**src/rtl/hdlc_rx_deframer.sv**
```systemverilog
// Bit-serial HDLC receive deframer: flag hunt, zero-bit removal, abort detection,
// byte assembly, size count, optional CRC-16 FCS check and overflow detection.
module hdlc_rx_deframer #(
  parameter int MAX_FRAME_BYTES = 128,
  localparam int SIZE_W = $clog2(MAX_FRAME_BYTES + 1)
) (
  input  logic              Clk,
  input  logic              Rst,
  input  logic              Rx,
  input  logic              RxEN,
  input  logic              Rx_FCSen,
  output logic [7:0]        Rx_Data,
  output logic              Rx_NewByte,
  output logic              Rx_ValidFrame,
  output logic              Rx_EoF,
  output logic [SIZE_W-1:0] Rx_FrameSize,
  output logic              Rx_FrameError,
  output logic              Rx_FCSerr,
  output logic              Rx_Overflow,
  output logic              Rx_AbortDetect
);

  typedef enum logic [1:0] {HUNT, OPEN, DATA} state_t;

  localparam logic [SIZE_W-1:0] MAX_SZ   = SIZE_W'(MAX_FRAME_BYTES);
  localparam logic [SIZE_W-1:0] FCS_SZ   = SIZE_W'(2);
  localparam logic [15:0]       CRC_INIT = 16'hFFFF;
  localparam logic [15:0]       CRC_GOOD = 16'hF0B8;
  localparam logic [15:0]       CRC_POLY = 16'h8408;

  state_t            state_q, state_d;
  logic [7:0]        win_q, win_d;
  logic [3:0]        wcnt_q, wcnt_d;
  logic [2:0]        ones_q, ones_d;
  logic [7:0]        sr_q, sr_d;
  logic [2:0]        bitcnt_q, bitcnt_d;
  logic [SIZE_W-1:0] bytes_q, bytes_d;
  logic [15:0]       crc_q, crc_d;
  logic              fcsen_q, fcsen_d;
  logic              ovf_q, ovf_d;
  logic [SIZE_W-1:0] size_q, size_d;
  logic              ferr_q, ferr_d;
  logic              fcserr_q, fcserr_d;
  logic [7:0]        data_q, data_d;
  logic              newbyte_q, newbyte_d;
  logic              eof_q, eof_d;
  logic              abort_q, abort_d;

  logic [7:0] shift_win;
  logic       is_flag, is_abort, commit, dbit, in_frame;

  always_comb begin
    state_d   = state_q;
    win_d     = win_q;
    wcnt_d    = wcnt_q;
    ones_d    = ones_q;
    sr_d      = sr_q;
    bitcnt_d  = bitcnt_q;
    bytes_d   = bytes_q;
    crc_d     = crc_q;
    fcsen_d   = fcsen_q;
    ovf_d     = ovf_q;
    size_d    = size_q;
    ferr_d    = ferr_q;
    fcserr_d  = fcserr_q;
    data_d    = data_q;
    newbyte_d = 1'b0;
    eof_d     = 1'b0;
    abort_d   = 1'b0;
    shift_win = {Rx, win_q[7:1]};
    is_flag   = 1'b0;
    is_abort  = 1'b0;
    commit    = 1'b0;
    dbit      = win_q[0];
    in_frame  = (state_q == DATA);

    if (RxEN) begin
      win_d    = shift_win;
      wcnt_d   = (wcnt_q == 4'd8) ? 4'd8 : wcnt_q + 4'd1;
      is_flag  = (wcnt_q >= 4'd7) && (shift_win == 8'h7E);
      is_abort = (shift_win[7:1] == 7'h7F);
      commit   = (wcnt_q == 4'd8) && (state_q != HUNT);

      // The bit leaving the window precedes any flag/abort completing now.
      if (commit) begin
        if ((ones_q == 3'd5) && !dbit) begin
          ones_d = 3'd0;
        end else begin
          ones_d = dbit ? ((ones_q == 3'd7) ? 3'd7 : ones_q + 3'd1) : 3'd0;
          if (state_q == OPEN) begin
            in_frame = 1'b1;
            state_d  = DATA;
            ovf_d    = 1'b0;
            size_d   = '0;
            ferr_d   = 1'b0;
            fcserr_d = 1'b0;
          end
          sr_d     = {dbit, sr_q[7:1]};
          crc_d    = {1'b0, crc_q[15:1]} ^ ((crc_q[0] ^ dbit) ? CRC_POLY : 16'h0000);
          bitcnt_d = bitcnt_q + 3'd1;
          if (bitcnt_q == 3'd7) begin
            if (bytes_q == MAX_SZ) begin
              ovf_d = 1'b1;
            end else begin
              bytes_d   = bytes_q + 1'b1;
              newbyte_d = 1'b1;
              data_d    = {dbit, sr_q[7:1]};
            end
          end
        end
      end

      if (is_flag) begin
        fcsen_d = Rx_FCSen;
        state_d = OPEN;
        if (in_frame) begin
          eof_d    = 1'b1;
          ferr_d   = (bitcnt_d != 3'd0) || (fcsen_q && (bytes_d <= FCS_SZ));
          fcserr_d = fcsen_q && (crc_d != CRC_GOOD);
          if (!fcsen_q)
            size_d = bytes_d;
          else if (bytes_d > FCS_SZ)
            size_d = bytes_d - FCS_SZ;
          else
            size_d = '0;
        end
      end

      if (is_abort) begin
        state_d = HUNT;
        abort_d = in_frame;
      end

      // Flag and abort bits never reach the destuffer; start the next frame clean.
      if (is_flag || is_abort) begin
        win_d    = 8'h00;
        wcnt_d   = 4'd0;
        ones_d   = 3'd0;
        sr_d     = 8'h00;
        bitcnt_d = 3'd0;
        bytes_d  = '0;
        crc_d    = CRC_INIT;
      end
    end
  end

  always_ff @(posedge Clk) begin
    if (Rst) begin
      state_q   <= HUNT;
      win_q     <= 8'h00;
      wcnt_q    <= 4'd0;
      ones_q    <= 3'd0;
      sr_q      <= 8'h00;
      bitcnt_q  <= 3'd0;
      bytes_q   <= '0;
      crc_q     <= CRC_INIT;
      fcsen_q   <= 1'b0;
      ovf_q     <= 1'b0;
      size_q    <= '0;
      ferr_q    <= 1'b0;
      fcserr_q  <= 1'b0;
      data_q    <= 8'h00;
      newbyte_q <= 1'b0;
      eof_q     <= 1'b0;
      abort_q   <= 1'b0;
    end else begin
      state_q   <= state_d;
      win_q     <= win_d;
      wcnt_q    <= wcnt_d;
      ones_q    <= ones_d;
      sr_q      <= sr_d;
      bitcnt_q  <= bitcnt_d;
      bytes_q   <= bytes_d;
      crc_q     <= crc_d;
      fcsen_q   <= fcsen_d;
      ovf_q     <= ovf_d;
      size_q    <= size_d;
      ferr_q    <= ferr_d;
      fcserr_q  <= fcserr_d;
      data_q    <= data_d;
      newbyte_q <= newbyte_d;
      eof_q     <= eof_d;
      abort_q   <= abort_d;
    end
  end

  assign Rx_Data        = data_q;
  assign Rx_NewByte     = newbyte_q;
  assign Rx_ValidFrame  = (state_q == DATA);
  assign Rx_EoF         = eof_q;
  assign Rx_FrameSize   = size_q;
  assign Rx_FrameError  = ferr_q;
  assign Rx_FCSerr      = fcserr_q;
  assign Rx_Overflow    = ovf_q;
  assign Rx_AbortDetect = abort_q;

endmodule

```
**config.mk**
```make
export PLATFORM = sky130hd
export DESIGN_NAME = hdlc_rx_deframer
export DESIGN_NICKNAME = d
export VERILOG_FILES = /design/src/rtl/hdlc_rx_deframer.sv
export SDC_FILE = /design/constraint.sdc
export NUM_CORES = 1
export LEC_CHECK = 0
export ABC_CLOCK_PERIOD_IN_PS = 5000
export BUFFER_PORTS_ARGS = -buffer_cell sky130_fd_sc_hd__buf_2
export CORE_MARGIN = 5
export CORE_UTILIZATION = 50
export CTS_BUF_LIST = sky130_fd_sc_hd__clkbuf_16
export CTS_CLUSTER_DIAMETER = 120
export DETAILED_ROUTE_END_ITERATION = 10
export PLACE_DENSITY = 0.72
export SLEW_MARGIN = 20
export SYNTH_ARGS = -nofsm -noshare
export SYNTH_HDL_FRONTEND = slang
export SYNTH_SLANG_ARGS = --single-unit
```
**constraint.sdc**
```tcl
create_clock -name Clk -period 5 [get_ports Clk]
set_input_delay 0 -clock Clk [delete_from_list [all_inputs] [get_ports Clk]]
set_output_delay 0 -clock Clk [all_outputs]
set_load 0.03 [all_outputs]
```
==> flow_metrics.tcl, run 1 <==
set metrics [dict create \
    outcome "completed" \
    rows 30 \
    synth_nets 438 \
    max_freq_mhz 336 \
    area_growth_syn_to_layout_pct 12.4 \
    num_vias 3085 \
    slew_viol_final 0 \
    min_period_ns 2.98 \
    critical_path.slowest_cell "a21boi_1" \
    utilization_pct 58.4 \
    rsz0062_at_grt "false" \
    pre_cts_slack_ns 2.06 \
    detailedPlacementHpwl_um 5390 \
    power_leakage_nw 1.40 \
    dp_cells 524 \
    diodes 0 \
    post_dp_cell_area_sq_um 3690 \
    combinationalPowerShare_pct 2.6 \
    synth_top_cell_by_area "dfxtp_1" \
    first_iter_violations 191 \
    cts_sinks 74 \
    crit_top_cell "ha_1" \
    fin_tns_setup_ns 0 \
    final_net_count 458 \
    wirelength_um 7990 \
    root_buffer "clkbuf_16" \
    grt_max_degree 71 \
    synth_ff_type "dfxtp_1" \
    cp_top_family "simple AND/OR/NAND/NOR gates" \
    final-setup-viol-count 0 \
    holdBufCountCts 2 \
    die_h_um 94.2 \
    synth.most_common_cell "dfxtp_1" \
    yosysTopAreaCellShare_pct 41.8 \
    cp-endpoint "Rx_FrameSize[3]" \
    maxSlewHeadroom_pct 49.0 \
    worstSetupStartpointType "flip-flop" \
    critPathLaunch "state_q[0]" \
    crit_required_ns 5.26 \
    p_int_mw 0.935 \
    worstReg2RegStart "state_q[0]" \
    ys_types 57 \
    path_class "reg2reg" \
    finalWorstSetupSlack_ns 2.02 \
    vdd_drop_max_uv 188 \
    hold_violations 0 \
    avgSynthCellArea_sq_um 8.43 \
    path_depth 11 \
    cp.arrival_ns 3.24 \
    p_clk_share_pct 48.3 \
    clk-insertion-delay-late_ns 0.33 \
    synth_area_leaders "dfxtp_1 (42%), nand2_1 (5.7%), a21oi_1 (5.6%), ha_1 (4.2%), nand3_1 (4.1%)" \
    tritoncts "yes" \
    first_pass_iters 4 \
    die_area_sq_um 8880 \
    worstMarginPinSlew_ns 0.765 \
    cts_resized 0 \
    rrSetupSlack_ns 2.02 \
    routedWlPerCell_um 14.7 \
    track_usage_pct 18.8 \
    slowest_delay_ns 0.49 \
    path_clk_slew_ns 0.06 \
    maxCapViolations 0 \
    worstPathMaxFanout 10 \
    initial_utilization_pct 51.9 \
    synth_common_cells "dfxtp_1 (74), nand2_1 (54), a21oi_1 (40)" \
    die_w_um 94.2 \
    worstPathCellList "inv_1, ha_1, nand4bb_4, nor2_2, nand2_1, a21boi_1, ha_1, and2_1, xor2_1, a2111o_1, a21oi_1" \
    layout.cells.non_filler 542 \
    final_area_sq_um 3990 \
    skew_ns 0.00540 \
    port_buffers 27 \
    timing.final.crit_share_pct 59.5 \
    synthArstFlopShare_pct 0 \
    grt_first_pass_wirelength_um 13200 \
    overflow 0 \
    synth-edff-count 0 \
    first_global_vias 2787 \
    p_per_area_nw_per_um2 304 \
    syn_area_sq_um 3550 \
    rr_worst_depth 11 \
    place.gp.congestion 0.855 \
    drc 0 \
    rr_endpoint "Rx_FrameSize[3]" \
    ant_nets 0 \
    core_area_sq_um 6830 \
    antenna_found_initial 0 \
    p_switching_mw 0.276 \
    postCtsSetupRepairBufs 0 \
    cts.path.max_buffers 2 \
    syn_inst 421 \
    cp.buffers_inverters 1 \
    ios 28 \
    p_sw_share_pct 22.8 \
    synth_seq_cells 74 \
    numCtsBuffers 9 \
    end_kind "flip-flop" \
    drive_above_1_share_pct 12.8 \
    ys_seq_area_share_pct 41.8 \
    pwr-share-seq_pct 49.1 \
    viasPerCell 5.69 \
    holdCritPathClass "in2reg" \
    ys_warn_count 0 \
    h-tree-depth 3 \
]
-- layout by cell type (no fill, tap or decap), drive strengths merged, types with 2 or more instances in the layout --
cell type / netlist / routed
a211oi: 4 / 4
a21oi: 40 / 40
a22oi: 10 / 10
and2: 2 / 2
and3: 3 / 3
buf: 4 / 29
clkbuf: 17 / 9
clkinv: 1 / 4
clkinvlp: 0 / 3
dfxtp: 74 / 74
dlygate4sd3: 0 / 2
ha: 12 / 12
inv: 11 / 12
mux2i: 3 / 3
nand2: 54 / 54
nand2b: 16 / 16
nand3: 29 / 29
nand4: 9 / 9
nor2: 37 / 37
nor2b: 2 / 2
nor3: 11 / 11
nor4: 4 / 4
nor4b: 4 / 4
nor4bb: 2 / 2
o211ai: 3 / 3
o21ai: 17 / 17
o221ai: 2 / 2
o22ai: 16 / 16
o2bb2ai: 2 / 2
xnor2: 8 / 8
xor2: 7 / 7
-- registers in the layout, summed over array words and instances, names as in the netlist, 3 cells and up --
signal and count:
Rx_Data 8, Rx_FrameSize 8, bitcnt_q 3, bytes_q 8, crc_q 16, ones_q 3, sr_q 7, wcnt_q 4
win_q 8
-- layout make-up --
type	instances	area [sq um]
Fill cell	639	2840
Clock inverter	7	47.5
Tap cell	96	120
Inverter	12	45.0
Clock buffer	9	225
Sequential cell	74	1480
Multi-Input combinational cell	313	1900
Timing Repair Buffer	31	173
-- per-layer routing --
metal / track usage (%) / wire length, um
met5: 0 / 0
met4: 8.30 / 204
met3: 5.29 / 317
met2: 29.0 / 3740
met1: 24.5 / 3730
-- kinds of logic (layout without fill, tap and decap cells) --
group | count (synthesis) | in the layout | share of synthesized area [%]
DFF | 74 | 74 | 41.8
muxes | 3 | 3 | 0.847
and+or+nand+nor | 181 | 181 | 27.1
adders and majority gates | 12 | 12 | 4.23
AOI/OAI and AO/OA | 102 | 102 | 17.5
xor gates and xnor gates | 15 | 15 | 3.70
buffers and inverters | 34 | 59 | 4.90
-- worst min path at each step --
stage               startpoint              end  cells after the start
floorplan             Rx_FCSen          fcsen_q                      2
global placement            Rx   Rx_AbortDetect                      3
detailed placement          Rx   Rx_AbortDetect                      3
CTS                       RxEN   Rx_AbortDetect                      3
global route               Rst       bytes_q[7]                      2
finish                     Rst  Rx_FrameSize[2]                      2
-- per-stage QoR --
stage / power [mW] / hold slack, ns
finish: 1.21 / 0.173
global route: 1.25 / 0.211
CTS: 1.22 / 0.249
detailed placement: 0.637 / 0.317
global placement: 0.637 / 0.327
floorplan: 0.631 / 0.167
-- power groups by stage --
stage / logic (mW) / registers, mW / clock network, mW
after CTS: 0.0310 / 0.594 / 0.598
after floorplan: 0.0246 / 0.607 / 0
after global placement: 0.0297 / 0.607 / 0
final: 0.0310 / 0.594 / 0.585
after detailed placement: 0.0298 / 0.607 / 0
after global routing: 0.0345 / 0.594 / 0.624
No activity file was read; power rests on OpenSTA's default activity.
==> run 2: changes to the inputs <==
--- a/config.mk
+++ b/config.mk
@@ -5,7 +5,7 @@
 export SDC_FILE = /design/constraint.sdc
 export NUM_CORES = 1
 export LEC_CHECK = 0
-export ABC_CLOCK_PERIOD_IN_PS = 5000
+export ABC_CLOCK_PERIOD_IN_PS = 3000
 export BUFFER_PORTS_ARGS = -buffer_cell sky130_fd_sc_hd__buf_2
 export CORE_MARGIN = 5
 export CORE_UTILIZATION = 50
==> constraint.sdc (replaced) <==
create_clock -name Clk -period 3 [get_ports Clk]
set_input_delay 0 -clock Clk [delete_from_list [all_inputs] [get_ports Clk]]
set_output_delay 0 -clock Clk [all_outputs]
set_load 0.03 [all_outputs]
==> flow_metrics.tcl, run 2 (synthesis results as in run 1) <==
set metrics [dict create \
    outcome "completed" \
    cp_top_family "simple AND/OR/NAND/NOR gates" \
    wirelength_um 8030 \
    fin_tns_setup_ns 0 \
    post_dp_cell_area_sq_um 3740 \
    diodes 0 \
    cts_sinks 74 \
    root_buffer "clkbuf_16" \
    cp.arrival_ns 2.96 \
    drc 0 \
    first_iter_violations 178 \
    numCtsBuffers 9 \
    first_pass_iters 5 \
    final-setup-viol-count 0 \
    core_area_sq_um 6830 \
    viasPerCell 5.66 \
    timing.final.crit_share_pct 90.0 \
    cts.path.max_buffers 2 \
    cts_resized 0 \
    crit_top_cell "ha_1" \
    rsz0062_at_grt "false" \
    end_kind "flip-flop" \
    maxSlewHeadroom_pct 53.0 \
    critical_path.slowest_cell "dfxtp_1" \
    worstPathCellList "ha_1, ha_1, nand2_1, nor3_1, nand2_1, mux2i_1, inv_1, ha_1, and2_1, xor2_1, a2111o_1, a21oi_1" \
    final_common_cell "dfxtp_1" \
    worstPathMaxFanout 6 \
    hold_violations 0 \
    grt_first_pass_wirelength_um 13600 \
    slew_viol_final 0 \
    slowest_delay_ns 0.39 \
    holdBufCountCts 2 \
    initial_utilization_pct 51.9 \
    vdd_drop_max_uv 310 \
    holdCritPathClass "in2reg" \
    rrSetupSlack_ns 0.30 \
    detailedPlacementHpwl_um 5500 \
    worstMarginPinSlew_ns 0.705 \
    ant_nets 0 \
    path_class "reg2reg" \
    place.gp.congestion 0.893 \
    tritoncts "yes" \
    maxCapViolations 0 \
    die_h_um 94.2 \
    area_growth_syn_to_layout_pct 15.2 \
    rows 30 \
    max_freq_mhz 370 \
    overflow 0 \
    final_area_sq_um 4090 \
    postCtsSetupRepairBufs 0 \
    worstSetupStartpointType "flip-flop" \
    die_area_sq_um 8880 \
    final_cell_mix "dfxtp_1 (74), nand2_1 (54), a21oi_1 (39)" \
    ios 28 \
    largest-register "crc_q" \
    first_global_vias 2880 \
    die_w_um 94.2 \
    port_buffers 27 \
    num_vias 3108 \
    routedWlPerCell_um 14.6 \
    utilization_pct 59.8 \
    path_clk_slew_ns 0.06 \
    cp.buffers_inverters 1 \
    skew_ns 0.00757 \
    drive_above_1_share_pct 14.3 \
    final_net_count 465 \
    clk-insertion-delay-late_ns 0.34 \
    min_period_ns 2.70 \
    grt_max_degree 71 \
    antenna_found_initial 0 \
    track_usage_pct 19.5 \
    p_per_area_nw_per_um2 536 \
    power_leakage_nw 1.47 \
    crit_required_ns 3.26 \
    largest_reg_flops 16 \
    h-tree-depth 3 \
]
[run 2: cell types whose count changed in the layout (fill, tap and decap cells not counted), sizes merged]
cell	previous run	this run
buf	29	36
bufinv	0	2
clkinvlp	3	1
inv	12	13
clkinv	4	3
[run 2: where the power goes]
group | internal [mW] | switching (mW)
Clock | 0.727 | 0.417
Combinational | 0.0172 | 0.0379
Sequential | 0.987 | 0.00399
Total | 1.73 | 0.459
[run 2: final timing paths]
| kind | from | cells after the start | end |
|---|---|---|---|
| setup / recovery | bitcnt_q[0] | 12 | Rx_FrameSize[3] |
| hold / removal | Rst | 2 | Rx_FrameSize[2] |
| setup reg to reg | bitcnt_q[0] | 12 | Rx_FrameSize[3] |
| hold reg to reg | Rx_FrameSize[4] | 2 | Rx_FrameSize[4] |
[run 2: cell type report]
| class | count | area [sq um] |
|---|---|---|
| tap | 96 | 120 |
| timing repair buffer | 38 | 225 |
| multi-input combinational | 313 | 1900 |
| fill | 624 | 2750 |
| clock buffer | 9 | 225 |
| clock inverter | 7 | 93.8 |
| sequential | 74 | 1480 |
| inverter | 12 | 45.0 |
[run 2: metrics by stage]
stage | cells | hold WS (ns) | setup WS, ns | total power [mW]
2_1_floorplan | 421 | 0.167 | 0.562 | 1.05
3_3_place_gp | 531 | 0.329 | 0.412 | 1.06
3_5_place_dp | 531 | 0.321 | 0.293 | 1.06
4_1_cts | 549 | 0.181 | 0.276 | 2.21
5_1_grt | 549 | 0.215 | 0.0669 | 2.27
6_report | 549 | 0.159 | 0.300 | 2.19
[run 2: routing by layer]
| metal | track usage, % | share of wire (%) |
|---|---|---|
| met4 | 10.3 | 2.5 |
| met1 | 24.4 | 45 |
| met5 | 0 | 0 |
| met3 | 5.61 | 4.8 |
| met2 | 30.1 | 48 |
